===== config.mk =====
export PLATFORM = sky130hd
export DESIGN_NAME = clock_divider
export DESIGN_NICKNAME = d
export VERILOG_FILES = /design/src/rtl/clock_divider_pkg.sv /design/src/rtl/clock_divider_cnt.sv /design/src/rtl/clock_divider.sv
export SDC_FILE = /design/constraint.sdc
export NUM_CORES = 1
export LEC_CHECK = 0
export ABC_AREA = 1
export CAP_MARGIN = 20
export CORE_MARGIN = 10
export CORE_UTILIZATION = 60
export CTS_BUF_LIST = sky130_fd_sc_hd__clkbuf_4
export CTS_CLUSTER_DIAMETER = 150
export DETAILED_ROUTE_END_ITERATION = 16
export GPL_ROUTABILITY_DRIVEN = 0
export PLACE_DENSITY_LB_ADDON = 0.15
export SLEW_MARGIN = 10
export SYNTH_ARGS = -nofsm -noshare
export SYNTH_HDL_FRONTEND = slang
export SYNTH_SLANG_ARGS = --single-unit

===== constraint.sdc =====
create_clock -name clk -period 3.7 [get_ports clk]
set_input_delay 0.37 -clock clk [delete_from_list [all_inputs] [get_ports clk]]
set_output_delay 0.37 -clock clk [all_outputs]
set_load 0.01 [all_outputs]

===== src/rtl/clock_divider_pkg.sv =====
// ============================================================================
// Module      : clock_divider_pkg
// Description : Shared state encoding and divisor floor for clock_divider.
// Revision    : 1.0 - initial release
// ============================================================================
`timescale 1ns/1ps
`default_nettype none

package clock_divider_pkg;

    typedef enum logic [1:0] {
        IDLE = 2'd0,
        RUN  = 2'd1,
        STOP = 2'd2
    } div_state_t;

    localparam int DIV_MIN = 2;

endpackage

`default_nettype wire


===== src/rtl/clock_divider_cnt.sv =====
// ============================================================================
// Module      : clock_divider_cnt
// Description : Period counter; wraps at Neff-1 and flags the high phase of
//               the next cycle. Honours CLOCK_DIVIDER_ODD_DUTY50_EN.
// Revision    : 1.0 - initial release
// ============================================================================
`timescale 1ns/1ps
`default_nettype none

module clock_divider_cnt
    import clock_divider_pkg::*;
#(
    parameter int CNT_W = 8
) (
    input  logic             clk,
    input  logic             rst_n,
    input  logic [CNT_W-1:0] div_act,
    input  logic             run,
    output logic [CNT_W-1:0] cnt,
    output logic             wrap,
    output logic             hi
);

    logic [CNT_W-1:0] cnt_q;
    logic [CNT_W-1:0] cnt_d;
    logic [CNT_W-1:0] neff;
    logic [CNT_W-1:0] high_len;

    always_comb begin
        neff = (div_act < CNT_W'(DIV_MIN)) ? CNT_W'(DIV_MIN) : div_act;
`ifdef CLOCK_DIVIDER_ODD_DUTY50_EN
        // Odd divisors get their extra half cycle from the falling-edge flop.
        high_len = neff >> 1;
`else
        high_len = (neff >> 1) + CNT_W'(neff[0]);
`endif
        wrap  = run && (cnt_q == (neff - CNT_W'(1)));
        cnt_d = '0;
        if (run && !wrap) begin
            cnt_d = cnt_q + CNT_W'(1);
        end
        // hi describes the cycle that starts at the next edge.
        hi = (cnt_d < high_len);
    end

    always_ff @(posedge clk or negedge rst_n) begin
        if (!rst_n) begin
            cnt_q <= '0;
        end else begin
            cnt_q <= cnt_d;
        end
    end

    assign cnt = cnt_q;

endmodule

`default_nettype wire


===== src/rtl/clock_divider.sv =====
// ============================================================================
// Module      : clock_divider
// Description : Glitch-free programmable clock divider with tick strobe and
//               boundary-synchronised divisor reload.
//               Option macro: CLOCK_DIVIDER_ODD_DUTY50_EN (50% duty, odd N).
// Revision    : 1.0 - initial release
// ============================================================================
`timescale 1ns/1ps
`default_nettype none

module clock_divider
    import clock_divider_pkg::*;
#(
    parameter int CNT_W = 8
) (
    input  logic             clk,
    input  logic             rst_n,
    input  logic             en,
    input  logic [CNT_W-1:0] div_val,
    input  logic             div_load,
    output logic             clk_out,
    output logic             tick,
    output logic             load_ack,
    output logic             busy
);

    div_state_t       state_q, state_d;
    logic [CNT_W-1:0] div_act_q, div_act_d;
    logic [CNT_W-1:0] div_pend_q, div_pend_d;
    logic             pend_vld_q, pend_vld_d;
    logic             clk_rise_q, clk_rise_d;
    logic             tick_q, tick_d;
    logic             load_ack_q, load_ack_d;
    logic             busy_q, busy_d;

    logic [CNT_W-1:0] cnt;
    logic             wrap;
    logic             hi;
    logic             run;
    logic             boundary;
    logic             apply;
    logic             running_d;

    assign run = (state_q != IDLE);

    clock_divider_cnt #(
        .CNT_W (CNT_W)
    ) u_cnt (
        .clk     (clk),
        .rst_n   (rst_n),
        .div_act (div_act_q),
        .run     (run),
        .cnt     (cnt),
        .wrap    (wrap),
        .hi      (hi)
    );

    always_comb begin
        state_d = state_q;
        case (state_q)
            IDLE:    if (en) state_d = RUN;
            RUN:     if (!en) state_d = STOP;
            STOP: begin
                if (en) begin
                    state_d = RUN;
                end else if (wrap) begin
                    state_d = IDLE;
                end
            end
            default: state_d = IDLE;
        endcase

        // A period starts either at a wrap or from the parked idle counter.
        boundary   = wrap || ((state_q == IDLE) && (cnt == '0));
        apply      = pend_vld_q && boundary;
        div_act_d  = apply ? div_pend_q : div_act_q;
        div_pend_d = div_load ? div_val : div_pend_q;
        pend_vld_d = div_load ? 1'b1 : (apply ? 1'b0 : pend_vld_q);

        running_d  = (state_d != IDLE);
        clk_rise_d = running_d && hi;
        tick_d     = running_d && boundary;
        load_ack_d = apply;
        busy_d     = running_d;
    end

    always_ff @(posedge clk or negedge rst_n) begin
        if (!rst_n) begin
            state_q    <= IDLE;
            div_act_q  <= CNT_W'(DIV_MIN);
            div_pend_q <= '0;
            pend_vld_q <= 1'b0;
            clk_rise_q <= 1'b0;
            tick_q     <= 1'b0;
            load_ack_q <= 1'b0;
            busy_q     <= 1'b0;
        end else begin
            state_q    <= state_d;
            div_act_q  <= div_act_d;
            div_pend_q <= div_pend_d;
            pend_vld_q <= pend_vld_d;
            clk_rise_q <= clk_rise_d;
            tick_q     <= tick_d;
            load_ack_q <= load_ack_d;
            busy_q     <= busy_d;
        end
    end

`ifdef CLOCK_DIVIDER_ODD_DUTY50_EN
    logic odd_act;
    logic clk_fall_q, clk_fall_d;

    // Divisors 0 and 1 run as 2, so only odd values above 1 are odd.
    always_comb begin
        odd_act    = div_act_q[0] && (div_act_q != CNT_W'(1));
        clk_fall_d = clk_rise_q && odd_act;
    end

    always_ff @(negedge clk or negedge rst_n) begin
        if (!rst_n) begin
            clk_fall_q <= 1'b0;
        end else begin
            clk_fall_q <= clk_fall_d;
        end
    end

    assign clk_out = clk_rise_q | clk_fall_q;
`else
    assign clk_out = clk_rise_q;
`endif

    assign tick     = tick_q;
    assign load_ack = load_ack_q;
    assign busy     = busy_q;

endmodule

`default_nettype wire


======== Yosys cells after proc, flatten, opt, wreduce, memory -nomap -nowiden ========
Index checks and enable logic that the tools add are counted.
word-level totals
  register bits ........................... 31
  input bits .............................. 12
  logic and storage cells ................. 39
operators by class
  $add $sub $neg .......................... 3
  $lt $le $gt $ge ......................... 2
  equality and inequality tests ........... 3
  mux-type cells .......................... 9
  reduce and logical (&&, ||, !) cells .... 13
operators by type and width
  operator                                                                      count
  8-bit 2-to-1 mux                                                              2
  7-bit by 1-bit adder with 8-bit output                                        1
  8-bit by 1-bit adder with 8-bit output, second input constant                 1
  8-bit == test                                                                 1
  8-bit logical NOT                                                             1
  8-bit by 2-bit less-than comparator with 1-bit output, second input constant  1
  8-bit less-than comparator                                                    1
  2-bit 2-to-1 mux                                                              4
  8-bit by 1-bit subtractor with 8-bit output, second input constant            1
  1-bit logical AND                                                             6
  2-bit one-hot mux with 3 select lines                                         1
  2-bit nonzero test                                                            3
  2-bit by 1-bit == test with 1-bit output, second input constant               1
  2-bit == test, second input constant                                          1
  2-bit logical NOT                                                             1
  1-bit 2-to-1 mux                                                              2
  1-bit logical NOT                                                             1
  1-bit logical OR                                                              1

======== Logic depth before layout (Yosys ltp) ========
  depth in word-level cells ............... 10
  gate-level depth with buffers ........... 25
  depth with buffers taken out ............ 24

======== By module ========
A second synthesis with hierarchy kept.
second synthesis, totals
  cell total of the unflattened synthesis .. 254
  area, all modules ....................... 1916.8 µm²
by module, submodules not included
  module             instances  cells an instance  area an instance (µm²)  sequential area each (µm²)
  clock_divider_cnt  1          154                1002.2                  200.2
  clock_divider      1          100                914.6                   576.8

======== Worst setup path after synthesis ========
No wires, ideal clock.
  path kind ............................... flip-flop to flip-flop
  from .................................... register div_act_q[3]
  to ...................................... register clk_rise_q, in the netlist clk_out
  setup time .............................. 77 ps
  data arrival time ....................... 2577 ps
  required time ........................... 3623 ps
  setup slack ............................. 1045 ps
  stages on the path, launching flop included .. 21
  clock period less this slack ............ 2655 ps
  path through ............................ dfrtp_1 > buf_2 > inv_2 > nand2_1 > nor2_2 > nand2_4 > inv_1 > nor2_1 > ha_1 > xor2_1 > nand3_1 > nor2_1 > nand3_1 > nor2_1 > nand3_2 > nand2_4 > nor3_1 > ha_1 > a21oi_1 > o211ai_1 > a21oi_1
between the ends
  cells in the longest elaborated chain, start to end .. 10
  elaborated cells between the ends (all ways) .. 15
  those cells by class .................... add/sub (2); order compare (2); eq/ne (1); mux (5); reduce/logical (5)
RTL lines
  item                                                   RTL line                 source
  start: declaration                                     clock_divider.sv:28      logic [CNT_W-1:0] div_act_q, div_act_d;
  start signal: assignment                               clock_divider.sv:90      div_act_q <= CNT_W'(DIV_MIN);
  start signal: assignment                               clock_divider.sv:99      div_act_q <= div_act_d;
  8-bit by 2-bit less-than comparator with 1-bit output  clock_divider_cnt.sv:30  neff = (div_act < CNT_W'(DIV_MIN)) ? CNT_W'(DIV_MIN) : div_act;
  8-bit 2-to-1 mux *                                     clock_divider_cnt.sv:30
  8-bit by 1-bit subtractor with 8-bit output *          clock_divider_cnt.sv:37  wrap = run && (cnt_q == (neff - CNT_W'(1)));
  8-bit == test *                                        clock_divider_cnt.sv:37
  1-bit logical AND *                                    clock_divider_cnt.sv:37
  1-bit logical NOT *                                    clock_divider_cnt.sv:39  if (run && !wrap) begin
  1-bit logical AND *                                    clock_divider_cnt.sv:39
  8-bit 2-to-1 mux *                                     clock_divider_cnt.sv:39
  net u_cnt.cnt_d[5]                                     clock_divider_cnt.sv:25  logic [CNT_W-1:0] cnt_d;
  8-bit less-than comparator *                           clock_divider_cnt.sv:43  hi = (cnt_d < high_len);
  1-bit logical AND *                                    clock_divider.sv:81      clk_rise_d = running_d && hi;
  net clk_rise_d                                         clock_divider.sv:31      logic clk_rise_q, clk_rise_d;
  end signal: assignment                                 clock_divider.sv:102     clk_rise_q <= clk_rise_d;
  end: declaration                                       clock_divider.sv:31
Mark *: on every way through the listed nets, which the timed path passes. The rest lies on a longest branch.
A chain may end at the register's enable or synchronous reset.

======== Worst setup path in the final report ========
  from .................................... register div_act_q[2]
  to ...................................... register clk_rise_q, in the netlist clk_out
The elaborated chain is that of the path after synthesis.

==> metrics.txt <==
Mapped Area between 0.0015 and 0.002 sq mm; RSZ-0062 raised after global routing false; Max-slew headroom 0.674; XOR/XNOR share of the synthesized area 0.0515; max cap viols 0; Peak VDD IR 0.433 mV; area grow syn2layout 14.2%; count of final setup violators 0; Slew @ Worst Pin between 0.4 and 0.5 ns; post-route cell area approximately 0.0021 sq mm; root buffer cell clkbuf_4; YS warnings 0; Sink Count 31; initial antenna violation count 0; Max Fclk roughly 330 MHz; PD cells roughly 690 mW/mm^2; cts bufs inserted 5; total core area around 0.0030 sq mm; Crit. End Element flop; Detail Route Antenna Nets 0; Internal Pwr Total 832 uW; H-tree depth 2; sequential share of the synthesized area 0.415; largest fanout on the critical path 8; post-synthesis mux area share 0; Core Rows 20; Clock transition at path regs approximately 0.11 ns; Cells after Synth 240; #FFs+latches synth 31; die area between 0.005 and 0.006 sq mm; overall power of the completed layout between 1000 and 1500 uW; Antenna Cells 0; share of cells above drive strength 1 0.0885; Post-DP HPWL between 2 and 3 mm; wire length of the first global-routing pass 6.59 mm; Slew Viols, Final 0; largest family of logic cells by synthesized area simple AND/OR/NAND/NOR gates; grt met1 use 0.192; Switching Share 0.434; final wirelength 3.69 mm; min Tclk post-route around 3 ns; power share of the clock group 0.176; Initial DRT Pass Iterations 4; Worst EP required 3.96 ns; pin count of the biggest net entering global routing 32; syn_nets between 200 and 300; GR peak layer met2; crit share post-route 0.811; Comb pwr share 0.477; R2R depth 22; initial core utilization 0.618; Finished Core Util 0.705; Layout fillers approximately 260; Die Span X roughly 76 microns; Sw Pwr around 640 uW; Worst-Skew Late Latency approximately 0.34 ns; type of the worst setup path flop to flop; startpoint types flop; Fin Hold WS around 0.4 ns; GR Util met3 0.0456; vias in the first global route ~1.5k; Simple-Gate Fraction of Synth Area 0.300; Worst EP arrival approximately 3.3 ns; Avg WL per Cell 12.1 microns; CTS Buffer Depth 2; Pleak approximately 0.0011 uW; sequential share of power 0.347; Final TNS setup 0 ns; vias per std cell 5.10; Synth Area in Adders 0.0803; Port Buffers 15; status finished, final reports clean; CTS tree yes; Initial DRC Count 126; met2 Usage GRT 0.234; nets between 200 and 300; via count roughly 1.6k; all-layer global routing usage 0.151; total congestion overflow 0; HP Class input pin to asynchronous set/reset pin; cts hold-fix bufs 0; total setup buffers inserted after CTS 0; drt drc 0; Top Ports 16; Clock Skews between 0.015 and 0.02 ns; syn_area_per_cell roughly 7.8 sq um; Cell variety after synth 31; post-synthesis compound-gate area fraction 0.0682; Hold Fails Final Rpt 0; post_cts resized 0; chip height 75.8 microns; placed cell area 0.00206 sq mm
cell usage after synthesis:
| master | number | area [sq um] |
|---|---|---|
| nor2_1 | 18 | 67.6 |
| dfrtp_1 | 30 | 751 |
| o21ai_0 | 9 | 45.0 |
| xor2_1 | 8 | 70.1 |
| o21ai_1 | 3 | 15.0 |
| xnor2_1 | 3 | 26.3 |
| nand3_1 | 16 | 80.1 |
| inv_2 | 4 | 15.0 |
| nor3b_1 | 1 | 7.51 |
| nand4_1 | 3 | 18.8 |
| nand2_4 | 2 | 22.5 |
| nor3_1 | 4 | 20.0 |
| nand2_1 | 71 | 267 |
| o211ai_1 | 1 | 7.51 |
| nand2_2 | 2 | 12.5 |
| a21oi_1 | 6 | 30.0 |
| dfstp_2 | 1 | 26.3 |
| o31ai_1 | 1 | 7.51 |
| inv_1 | 31 | 116 |
| clkbuf_1 | 2 | 7.51 |
| nand3_2 | 1 | 10.0 |
| nor2_8 | 1 | 20.0 |
| buf_6 | 1 | 11.3 |
| nor4_1 | 2 | 12.5 |
| buf_2 | 1 | 5.00 |
| ha_1 | 12 | 150 |
| a31oi_1 | 1 | 6.26 |
| nor2_2 | 2 | 12.5 |
| clkinv_1 | 1 | 3.75 |
| nor3_2 | 1 | 10.0 |
| o21ai_4 | 1 | 16.3 |
sequential cells by signal, indices dropped and copies added (netlist names):
signal      count
tick            1
pend_vld_q      1
div_pend_q      8
div_act_q       8
load_ack        1
clk_out         1
state_q         2
u_cnt.cnt       8
busy            1
worst max-delay path, cell delays in order (launching register included):
cell and delay, ns:
dfrtp_1 0.49, inv_2 0.09, nand2_1 0.09, nor2_2 0.05, nand2_4 0.10, inv_1 0.04, nor2_1 0.12, ha_1 0.22
nand2_1 0.11, nor2_1 0.13, nand2_1 0.06, nand2_1 0.06, inv_1 0.04, nor2_1 0.09, nand3_1 0.08, nor2_1 0.12
nand3_2 0.12, nand2_4 0.13, nor3_1 0.08, ha_1 0.32, a21oi_1 0.13, o211ai_1 0.09, a21oi_1 0.14
cell families (layout without fill, tap and decap cells):
kind of cell	count (synthesis)	count (layout)
AND/OR/NAND/NOR	124	124
buffers and inverters	40	60
flip-flops	31	31
AO/OA/AOI/OAI	22	22
adder cells (fa/ha/maj)	12	12
XOR/XNOR	11	11
metal layers:
layer / up-vias / wire length, microns
met5: - / 0
met3: 5 / 158
met1: 717 / 1730
met2: 30 / 1740
met4: 0 / 68
li1: 799 / -
worst paths after layout:
check,from,to,slack (ns)
min reg2reg,div_pend_q[6]$_DFFE_PN0P_,div_pend_q[6]$_DFFE_PN0P_,0.48
min,rst_n,div_pend_q[0]$_DFFE_PN0P_,0.41
max reg2reg,div_act_q[2]$_DFFE_PN0P_,clk_out$_DFF_PN0_,0.70
max in group asynchronous,rst_n,div_act_q[1]$_DFFE_PN1P_,2.98
max,div_act_q[2]$_DFFE_PN0P_,clk_out$_DFF_PN0_,0.70
min in group clk,div_pend_q[6]$_DFFE_PN0P_,div_pend_q[6]$_DFFE_PN0P_,0.48
per-stage QoR:
step                      worst slack (ns)  cells
after global routing                 0.402    304
after floorplan                       1.05    240
after detailed placement             0.809    296
after global placement               0.849    296
after CTS                            0.725    304
final                                0.699    304
power by group through the flow:
stage	sequential (uW)	clock (uW)	combinational, uW
floorplan	496	0	547
global placement	515	0	688
detailed placement	517	0	696
CTS	511	261	703
global route	523	275	809
finish	510	258	700
layout by cell type (no fill, tap or decap), drive strengths merged:
master and instances:
nand2 75, a31oi 1, bufinv 1, nand4 3, o211ai 1, clkdlybuf4s50 15
nor3 5, clkbuf 5, o31ai 1, buf 1, nor2 21, dfrtp 30
dfstp 1, nand3 17, clkinv 3, o21ai 13, xnor2 3, xor2 8
a21oi 6, inv 35, ha 12, nor4 2, nor3b 1
final cells by class:
cell class	count	area (sq um)	area share
Clock inverter	3	38.8	0.0182
Clock buffer	5	37.5	0.0176
Sequential cell	31	777	0.364
Timing Repair Buffer	16	158	0.0738
Inverter	36	135	0.0633
Multi-Input combinational cell	169	935	0.438
Tap cell	44	55.1	0.0258
(Power assumes the default switching activity.)
